==> src/rtl/cu_seq.sv <==
// Round-robin command sequencer for the 4-channel control-unit decode bus.
// Latches one requesting channel and steps the phase code through SEL, XFER, REL.
module cu_seq #(
    parameter int TIMEOUT = 15
) (
    input  logic       clk,
    input  logic       rst_n,
    input  logic [3:0] req,
    input  logic       grant,
    output logic       a,
    output logic       b,
    output logic       c,
    output logic       d,
    output logic       e,
    output logic       f,
    output logic       o,
    output logic       busy,
    output logic [3:0] done,
    output logic       err
);

    localparam int CW = $clog2(TIMEOUT + 1);
    localparam logic [CW-1:0] LAST_WAIT = CW'(TIMEOUT - 1);

    typedef enum logic [1:0] {
        IDLE = 2'd0,
        SEL  = 2'd1,
        XFER = 2'd2,
        REL  = 2'd3
    } state_t;

    state_t        state, state_nxt;
    logic [1:0]    ch, ch_nxt;
    logic [1:0]    ptr, ptr_nxt;
    logic [CW-1:0] cnt, cnt_nxt;
    logic [3:0]    done_nxt;
    logic          err_nxt;
    logic [1:0]    ab_nxt;
    logic [4:0]    code_nxt;
    logic          busy_nxt;

    // First set request bit at or above p, wrapping mod 4; lowest offset wins.
    function automatic logic [1:0] rr_pick(input logic [3:0] r, input logic [1:0] p);
        logic [1:0] idx;
        rr_pick = p;
        for (int i = 3; i >= 0; i--) begin
            idx = p + 2'(i);
            if (r[idx]) rr_pick = idx;
        end
    endfunction

    // Phase code {c,d,e,f,o}; d=1 keeps every decoder output inactive.
    function automatic logic [4:0] phase_code(input state_t s);
        case (s)
            SEL:     phase_code = 5'b00010;
            XFER:    phase_code = 5'b00111;
            default: phase_code = 5'b01000;
        endcase
    endfunction

    always_comb begin
        state_nxt = state;
        ch_nxt    = ch;
        ptr_nxt   = ptr;
        cnt_nxt   = cnt;
        done_nxt  = 4'b0000;
        err_nxt   = 1'b0;
        case (state)
            IDLE: begin
                if (req != 4'b0000) begin
                    ch_nxt    = rr_pick(req, ptr);
                    state_nxt = SEL;
                end
            end
            SEL: begin
                cnt_nxt   = '0;
                state_nxt = XFER;
            end
            XFER: begin
                if (grant) begin
                    done_nxt  = 4'b0001 << ch;
                    state_nxt = REL;
                end else if (cnt == LAST_WAIT) begin
                    err_nxt   = 1'b1;
                    state_nxt = REL;
                end else begin
                    cnt_nxt = cnt + 1'b1;
                end
            end
            REL: begin
                ptr_nxt   = ch + 2'd1;
                state_nxt = IDLE;
            end
            default: state_nxt = IDLE;
        endcase
    end

    // Outputs are registered from the next state so they line up with it.
    always_comb begin
        ab_nxt   = (state_nxt == IDLE) ? 2'b00 : ch_nxt;
        code_nxt = phase_code(state_nxt);
        busy_nxt = (state_nxt != IDLE);
    end

    always_ff @(posedge clk or negedge rst_n) begin
        if (!rst_n) begin
            state <= IDLE;
            ch    <= 2'd0;
            ptr   <= 2'd0;
            cnt   <= '0;
        end else begin
            state <= state_nxt;
            ch    <= ch_nxt;
            ptr   <= ptr_nxt;
            cnt   <= cnt_nxt;
        end
    end

    always_ff @(posedge clk or negedge rst_n) begin
        if (!rst_n) begin
            a    <= 1'b0;
            b    <= 1'b0;
            c    <= 1'b0;
            d    <= 1'b1;
            e    <= 1'b0;
            f    <= 1'b0;
            o    <= 1'b0;
            busy <= 1'b0;
            done <= 4'b0000;
            err  <= 1'b0;
        end else begin
            {a, b}          <= ab_nxt;
            {c, d, e, f, o} <= code_nxt;
            busy            <= busy_nxt;
            done            <= done_nxt;
            err             <= err_nxt;
        end
    end

endmodule
==> config.mk <==
export PLATFORM = sky130hd
export DESIGN_NAME = cu_seq
export DESIGN_NICKNAME = d
export VERILOG_FILES = /design/src/rtl/cu_seq.sv
export SDC_FILE = /design/constraint.sdc
export NUM_CORES = 1
export LEC_CHECK = 0
export CAP_MARGIN = 5
export CORE_MARGIN = 10
export CORE_UTILIZATION = 45
export CTS_CLUSTER_SIZE = 16
export DETAILED_ROUTE_END_ITERATION = 7
export GPL_TIMING_DRIVEN = 0
export PLACE_DENSITY = 0.7
export SYNTH_ARGS = -nofsm -noshare
export SYNTH_HDL_FRONTEND = slang
export SYNTH_SLANG_ARGS = --single-unit
==> constraint.sdc <==
create_clock -name clk -period 2.9 [get_ports clk]
set_clock_uncertainty 0.05 [all_clocks]
set_input_delay 0.435 -clock clk [delete_from_list [all_inputs] [get_ports clk]]
set_output_delay 0.435 -clock clk [all_outputs]
set_load 0.05 [all_outputs]
## After elaboration in Yosys (flattened, before gate mapping)

Index checks and enable logic that the tools add are counted.

- Output and inout port bits: 13
- Bits of input ports: 7
- Logic and storage cells: 66
- Register bits after elaboration: 23

- Reductions and logical operators: 6
- Order comparisons: 4
- Multiplexer cells: 28
- Shift operators: 1
- Add/sub/neg operators: 5
- Equality and inequality tests: 8

Operator list:

| kind | number |
|---|---|
| two-way mux 2 bit | 10 |
| two-way mux 4 bit | 4 |
| one-hot mux 4 bit (2 select lines) | 2 |
| less-than comparator 2 x 3 -> 1 bit, second input constant | 4 |
| binary-select mux 1 bit (select 2 bit) | 4 |
| one-hot mux 2 bit (4 select lines) | 1 |
| two-way mux 1 bit | 7 |
| equality test 2 bit, second input constant | 3 |
| adder 2 x 1 -> 2 bit, second input constant | 2 |
| adder 2 bit, second input constant | 2 |
| adder 4 x 1 -> 4 bit, second input constant | 1 |
| equality test 2 x 1 -> 1 bit, second input constant | 2 |
| equality test 4 bit, second input constant | 1 |
| zero test 2 bit | 2 |
| inequality test 2 bit, second input constant | 2 |
| nonzero test 2 bit | 2 |
| nonzero test 4 bit | 1 |
| left shift 1 x 2 -> 4 bit, first input constant | 1 |
| AND reduction 3 bit | 1 |

## Longest topological paths before layout

Gate-level depths: netlist (run 1).

- Word-level depth: 10
- Gate-level depth with buffers: 9
- Depth with buffers taken out: 9

## Worst setup path after synthesis (run 1)

No wires, ideal clock.

- Kind: register to register
- Start point: register cnt[0]
- End point: register a
- Period minus slack after synthesis: 1,917 ps
- Stages on the path, launching flop included: 10
- Arrival time: 1,771 ps
- Buffers on the path: 0
- Required time: 2,755 ps
- Slack: 983 ps
- Setup time: 95 ps
- Cell sequence: dfrtp_1 inv_1 ha_1 a31oi_2 mux2i_1 o22ai_1 ha_1 inv_1 nand3b_1 o32ai_2

- Longest elaborated chain between the ends: 6

RTL lines:

| item | line | RTL |
|---|---|---|
| from (decl) | 35 | `logic [CW-1:0] cnt, cnt_nxt;` |
| from (signal assigned) | 115 | `cnt <= cnt_nxt;` |
| equality test 4 bit | 83 | `end else if (cnt == LAST_WAIT) begin` |
| two-way mux 2 bit | 83 |  |
| two-way mux 2 bit | 80 | `if (grant) begin` |
| one-hot mux 2 bit (4 select lines) | 68 | `case (state)` |
| zero test 2 bit | 100 | `ab_nxt = (state_nxt == IDLE) ? 2'b00 : ch_nxt;` |
| two-way mux 2 bit | 100 |  |
| net ab_nxt[1] | 38 | `logic [1:0] ab_nxt;` |
| to (signal assigned) | 132 | `{a, b} <= ab_nxt;` |
| to (decl) | 10 | `output logic a,` |

The timed path passes the listed nets, and every way through them passes these cells.
A chain may end at the register's enable or synchronous reset.

## Worst setup path after layout (run 1)

- Start point: input port req[1]
- End point: register a

- Longest elaborated chain between the ends: 9
- Elaborated cells on any way between the ends: 19
- Those cells by class: mux (17); reduce/logical (2)

RTL lines:

| item | line | RTL |
|---|---|---|
| from (decl) | 8 | `input logic [3:0] req,` |
| binary-select mux 1 bit (select 2 bit) | 48 | `if (r[idx]) rr_pick = idx;` |
| two-way mux 1 bit (implied by the code) | 48 |  |
| two-way mux 2 bit (4 in a row) | 48 |  |
| two-way mux 2 bit | 70 | `if (req != 4'b0000) begin` |
| two-way mux 2 bit | 68 |  |
| two-way mux 2 bit * | 100 |  |
| net ab_nxt[1] | 38 |  |

The timed path passes the listed nets; every way through them passes the cells marked *. The select of a mux whose other input is x is not followed.

==> metrics.md, run 1 <==
| Metric | Value |
|---|---|
| Cell count after synthesis | 100 |
| EDFF count, synth | 0 |
| Fin crit share | 0.806 |
| Post-synth cell types | 39 |
| Area share of and/or/nand/nor cells after synthesis | 0.149 |
| Area Overhead vs Synth | 21.1% |
| Main flop type after synthesis | dfrtp_1 |
| Ys Warns | 0 |
| Vias in the first global route | 842 |
| FFs w/ async S/R, synth | 1.00 |
| # IOs | 20 |
| Mapped Nets | 120 |
| Cts hold-fix bufs | 0 |
| Worst slew pin tran | 0.929 ns |
| Run status | finished, final reports clean |
| Starting DRT DRC Count | 30 |
| Post-synthesis compound-gate area fraction | 0.165 |
| Clock tree root buffer cell | clkbuf_4 |
| Cell count after placement | 148 |
| Setup crit start kind | input port |
| Seq/Total Area, Yosys | 0.456 |
| Post-Route WL | 2180 microns |
| Syn avg cell area | 11.6 sq um |
| Initial antenna violation count | 0 |
| CTS max path bufs | 2 |
| Final Non-Filler Cells | 152 |
| Post-synthesis xor/xnor area fraction | 0.00758 |
| Crit Path Category | in -> reg |
| I/O Buffers | 18 |
| Row count | 18 |
| Worst hold slack | 0.542 ns |
| Die height | 70.7 microns |
| Synth Area in Adders | 0.141 |
| Layout fillers | 208 |
| Final Hold Vio Count | 0 |
| CTS H-tree depth | 1 |
| Cts repair resizes | 0 |
| Reg-to-Reg Start | cnt[0] |
| WP data arrival | 2.47 ns |
| Initial Util | 0.471 |
| Final nets | 143 |
| Hold Path Origin | ch[0] |
| # setup viols final | 0 |
| Max VDD drop | 0.000774 V |
| Mux share of post-synthesis cell area | 0.0271 |
| Largest net degree at the start of global routing | 22 |
| Crit path time final | 2.34 ns |
| CORE AREA | 2450 sq um |
| Post-synth top area share | 0.433 |
| Worst path required time | 3.04 ns |
| Post-CTS setup buffers | 0 |
| First-pass GRT wire length | 3970 microns |
| Synth area leader | dfrtp_1 |
| Post-DRT Antenna Nets | 0 |
| Antenna cells | 0 |
| Grt total ovfl | 0 |
| Wire length per cell | 14.3 microns |
| Die X | 70.7 microns |
| Crit. Startpoint | req[1] |
| Final RePlAce weighted congestion | 0.746 |
| Pre-Repair DR Iteration Count | 4 |
| Main area contributors after synthesis | dfrtp_1 43%, ha_1 14%, inv_1 3.6% |
| Clock latency on the worst-skew pair | 0.30 ns |
| Achievable Freq | 428 MHz |
| Max Transition Viols Final | 0 |
| Static leakage | 0.657 nW |
| Worst Setup End Kind | flip-flop |
| TritonCTS clock tree | built |
| Die area | 5000 sq um |
| Vias | 809 |
| Largest driver fanout on the critical path | 6 |
| Cell area after synthesis | 1160 sq um |
| Max Cap Violations | 0 |
| Hold Path Class | reg -> reg |
| Register clock-pin slew on the reported worst setup and hold paths | 0.12 ns |
| Vias per cell | 5.32 |
| CTS Buf Count | 3 |
| Pwr per Cell Area | 1030 nW/um^2 |
| Total GRT Usage | 0.0935 |
| Clock sinks | 21 |
| Detailed-placement wirelength estimate | 1710 microns |
| Max_slew headroom | 0.379 |
| Setup tns final | 0 ns |
| Unrepaired setup endpoints after global routing | false |
| Remaining DRCs | 0 |
| FF+latch count, synth | 21 |
| Share of layout cells above drive strength 1 | 0.107 |
| Main combinational cell family by area after synthesis | compound AO/OA/AOI/OAI gates |
[cell families (layout without fill, tap and decap cells)]
family	count (synthesis)	in the layout
xor gates and xnor gates	1	1
and+or+nand+nor	28	28
other	1	1
buffers and inverters	14	36
muxes	3	3
adders and majority gates	13	13
AOI/OAI and AO/OA	19	19
DFF	21	21
[worst paths after layout]
kind	end	slack, ns	cells after the start
max reg2reg	a	0.70	9
min reg2reg	ptr[0]	0.54	1
min in group asynchronous	ch[0]	0.59	1
min	ptr[0]	0.54	1
max in group asynchronous	cnt[1]	1.64	1
max	a	0.56	8
[report_power, final]
group | internal (mW) | switching (mW) | total [mW]
logic | 0.322 | 0.484 | 0.806
clock network | 0.0535 | 0.0858 | 0.139
registers | 0.407 | 0.0918 | 0.499
[placed cells by master, fill, tap and decap left out, drive strengths merged, types with 2 or more instances in the layout]
cell           count
dfrtp             20
clkdlybuf4s50     18
ha                13
inv               11
clkbuf             5
nand2b             4
nor2               4
and3               4
a21oi              3
nor2b              3
nand2              2
o31ai              2
mux2i              2
nand3              2
nor3               2
a22o               2
buf                2
nor3b              2
o41ai              2
[Yosys cell counts (2+ instances only)]
master    number
ha_1          13
a22o_1         2
a21oi_1        3
nor2_1         4
nand2_1        2
nor2b_1        3
o31ai_1        2
dfrtp_1       20
nand3_1        2
buf_4          2
inv_1         11
and3_1         4
nand2b_1       4
mux2i_1        2
nor3_1         2
[state kept, by name (all words and copies together) (netlist names), 2 cells and up]
register	flops
ch	2
cnt	4
state	2
ptr	2
done	4
[stage by stage]
step	setup WS (ns)	utilization	power [mW]	instance area, sq um
3_5_place_dp	0.198	0.560	1.32	1370
3_3_place_gp	0.292	0.560	1.29	1370
2_1_floorplan	0.983	-	1.08	1160
6_report	0.563	0.570	1.44	1400
4_1_cts	0.538	0.570	1.46	1400
5_1_grt	0.353	0.570	1.59	1400
[critical path, cell delays in order]
cell             delay [ns]
clkdlybuf4s50_1        0.55
nor4_1                 0.49
mux2i_1                0.18
o22ai_1                0.23
ha_1                   0.23
inv_1                  0.09
nand3b_1               0.16
o32ai_2                0.11
[per-layer routing]
| layer | vias up | track usage | part of all wire |
|---|---|---|---|
| li1 | 396 | - | - |
| met1 | 395 | 0.112 | 0.45 |
| met2 | 16 | 0.144 | 0.46 |
| met3 | 2 | 0.0418 | 0.083 |
| met4 | 0 | 0.0323 | 0.0083 |
| met5 | - | 0 | 0 |
[cell type report]
| cell class | count | area [sq um] | share of cell area |
|---|---|---|---|
| multi-input cells | 65 | 569 | 0.407 |
| flip-flops and latches | 21 | 527 | 0.376 |
| repair buffers | 18 | 180 | 0.129 |
| inverters | 11 | 41.3 | 0.0295 |
| well taps | 30 | 37.5 | 0.0268 |
| clock buffers | 4 | 26.3 | 0.0188 |
| plain buffers | 3 | 18.8 | 0.0134 |
Power figures use the tool's default switching activity.
==> run 2: changes to the inputs <==
- clock period: 2.9 -> 2.4 ns (I/O delays scaled with it)
==> run 2 against run 1 <==
Against the previous run:
- worst hold slack got worse by 0.028 ns
- total power rose by 22%
- sequential share of layout area fell by 0.40 points
- final cell count rose by 0.66%
- via count rose by 0.87%
- register-to-register slack got worse by 0.49 ns
- highest routed layer unchanged
- largest cell class unchanged
==> metrics.md, run 2 (same netlist as run 1, synthesis figures left out) <==
| Metric | Value |
|---|---|
| Run status | finished, final reports clean |
| Max_slew headroom | 0.380 (+0.000524) |
| Share of layout cells above drive strength 1 | 0.130 (+0.0235) |
| Die area | 5000 sq um (unchanged) |
| R2r endpoint | a |
| Top Registers | cnt: 4 flops, done: 4 flops |
| Pwr per Cell Area | 1240 nW/um^2 (+20%) |
| Remaining DRCs | 0 (unchanged) |
| Detailed-placement wirelength estimate | 1710 microns (unchanged) |
| Post-Route WL | 2200 microns (+0.92%) |
| Crit path time final | 2.19 ns |
| Initial antenna violation count | 0 (unchanged) |
| Vias in the first global route | 842 (unchanged) |
| I/O Buffers | 18 (unchanged) |
| Total GRT Usage | 0.0935 (unchanged) |
| Finished Cell Area | 1420 sq um (+1.1%) |
| Cell count after placement | 148 (unchanged) |
| Area Overhead vs Synth | 22.4% |
| Max Transition Viols Final | 0 (unchanged) |
| Placed inst area | 1370 sq um (unchanged) |
| # IOs | 20 (unchanged) |
| Max Cap Violations | 0 (unchanged) |
| Worst hold slack | 0.513 ns (-0.0285 ns) |
| Largest net degree at the start of global routing | 22 (unchanged) |
| Cts hold-fix bufs | 0 (unchanged) |
| Static leakage | 0.665 nW (+1.3%) |
| CTS Buf Count | 3 (unchanged) |
| Post-layout worst setup margin | 0.206 ns (-0.357 ns) |
| Setup crit start kind | flip-flop |
| Fin crit share | 0.914 |
| Worst Setup End Kind | flip-flop |
| Final Hold Vio Count | 0 (unchanged) |
| FF-to-FF path depth | 9 (unchanged) |
| Initial Util | 0.471 (unchanged) |
| Grt total ovfl | 0 (unchanged) |
| R2R Setup Slk | 0.21 ns (-0.49 ns) |
| Achievable Freq | 456 MHz |
| Top Layer Used | met4 |
| Vias | 816 (+0.87%) |
| Met3 Wirelength | 186 microns (+2.8%) |
| CORE AREA | 2450 sq um (unchanged) |
| Wire length per cell | 14.4 microns (+0.26%) |
| CTS H-tree depth | 1 (unchanged) |
| Post-DRT Antenna Nets | 0 (unchanged) |
| Max VDD drop | 0.000934 V (+21%) |
| Finished Core Util | 0.576 (+0.00612) |
| Pre-Repair DR Iteration Count | 4 (unchanged) |
| Layout fillers | 208 (unchanged) |
| Clock latency on the worst-skew pair | 0.30 ns (about the same) |
| Die X | 70.7 microns (unchanged) |
| Place WS | -0.227 ns (-0.425 ns) |
| WP data arrival | 2.36 ns (-0.11 ns) |
| Overall power | 1.76 mW (+22%) |
| Antenna cells | 0 (unchanged) |
| Final RePlAce weighted congestion | 0.746 (unchanged) |
| Worst slew pin tran | 0.928 ns (-0.000784 ns) |
| Hold Path Class | in -> async |
| Row count | 18 (unchanged) |
| Worst path required time | 2.57 ns (-0.47 ns) |
| # setup viols final | 0 (unchanged) |
| Clock tree root buffer cell | clkbuf_4 |
| Register clock-pin slew on the reported worst setup and hold paths | 0.12 ns (about the same) |
| Most frequent cells in the layout | 20 x dfrtp_1, 18 x clkdlybuf4s50_1, 13 x ha_1 |
| Met2 wire len | 977 microns (-1.6%) |
| CTS max path bufs | 2 (unchanged) |
| Reg-to-Reg Start | cnt[0] |
| Clock sinks | 21 (unchanged) |
| Final Non-Filler Cells | 153 (+0.66%) |
| Final nets | 144 (+0.70%) |
| Die height | 70.7 microns (unchanged) |
| Starting DRT DRC Count | 29 (-3.3%) |
| Setup tns final | 0 ns (unchanged) |
| Crit Path Category | reg -> reg |
| First-pass GRT wire length | 3970 microns (unchanged) |
| TritonCTS clock tree | built |
| Largest driver fanout on the critical path | 5 (-1) |
| Commonest non-fill, non-tap cell in the layout | dfrtp_1 |
| WL met1 | 1010 microns (+1.9%) |
| Vias per cell | 5.33 (+0.21%) |
-- run 2: timing repair --
action,in CTS,in global routing
resized for setup,0,3
buffers inserted,0,1
endpoints found under the setup margin,0,2
endpoints found under the hold margin,0,0
-- run 2: power breakdown --
part           total [mW]  switching (mW)  internal [mW]
Sequential          0.603           0.111          0.492
Combinational       0.984           0.586          0.398
Clock               0.170           0.105         0.0648
-- run 2: per-layer routing --
| layer | GRT usage | vias up |
|---|---|---|
| met4 | 0.0323 | 0 |
| met2 | 0.144 | 19 |
| li1 | - | 398 |
| met5 | 0 | - |
| met1 | 0.112 | 395 |
| met3 | 0.0418 | 4 |
-- run 2: critical path: stages (launching register included) --
cell	delay (ns)
dfrtp_1	0.44
inv_1	0.11
ha_1	0.23
a31oi_2	0.15
mux2i_1	0.20
o22ai_1	0.15
ha_1	0.25
inv_1	0.11
nand3b_1	0.15
o32ai_2	0.27
-- run 2: how the worst max path moves through the flow --
| stage | start | to | slack, ns | cells after the start |
|---|---|---|---|---|
| 4_1_cts | req[1] | a | 0.11 | 8 |
| 3_5_place_dp | req[1] | a | -0.23 | 8 |
| 2_1_floorplan | cnt[0] | a | 0.48 | 9 |
| 6_report | cnt[0] | a | 0.21 | 9 |
| 5_1_grt | cnt[0] | b | -0.001 | 9 |
| 3_3_place_gp | req[1] | a | -0.13 | 8 |
-- run 2: cell type report --
| type | instances | area [sq um] | share of cell area |
|---|---|---|---|
| timing repair buffer | 19 | 188 | 0.133 |
| clock buffer | 4 | 26.3 | 0.0186 |
| tap | 30 | 37.5 | 0.0265 |
| buffer | 3 | 20.0 | 0.0141 |
| sequential | 21 | 527 | 0.372 |
| inverter | 11 | 41.3 | 0.0292 |
| multi-input combinational | 65 | 576 | 0.407 |
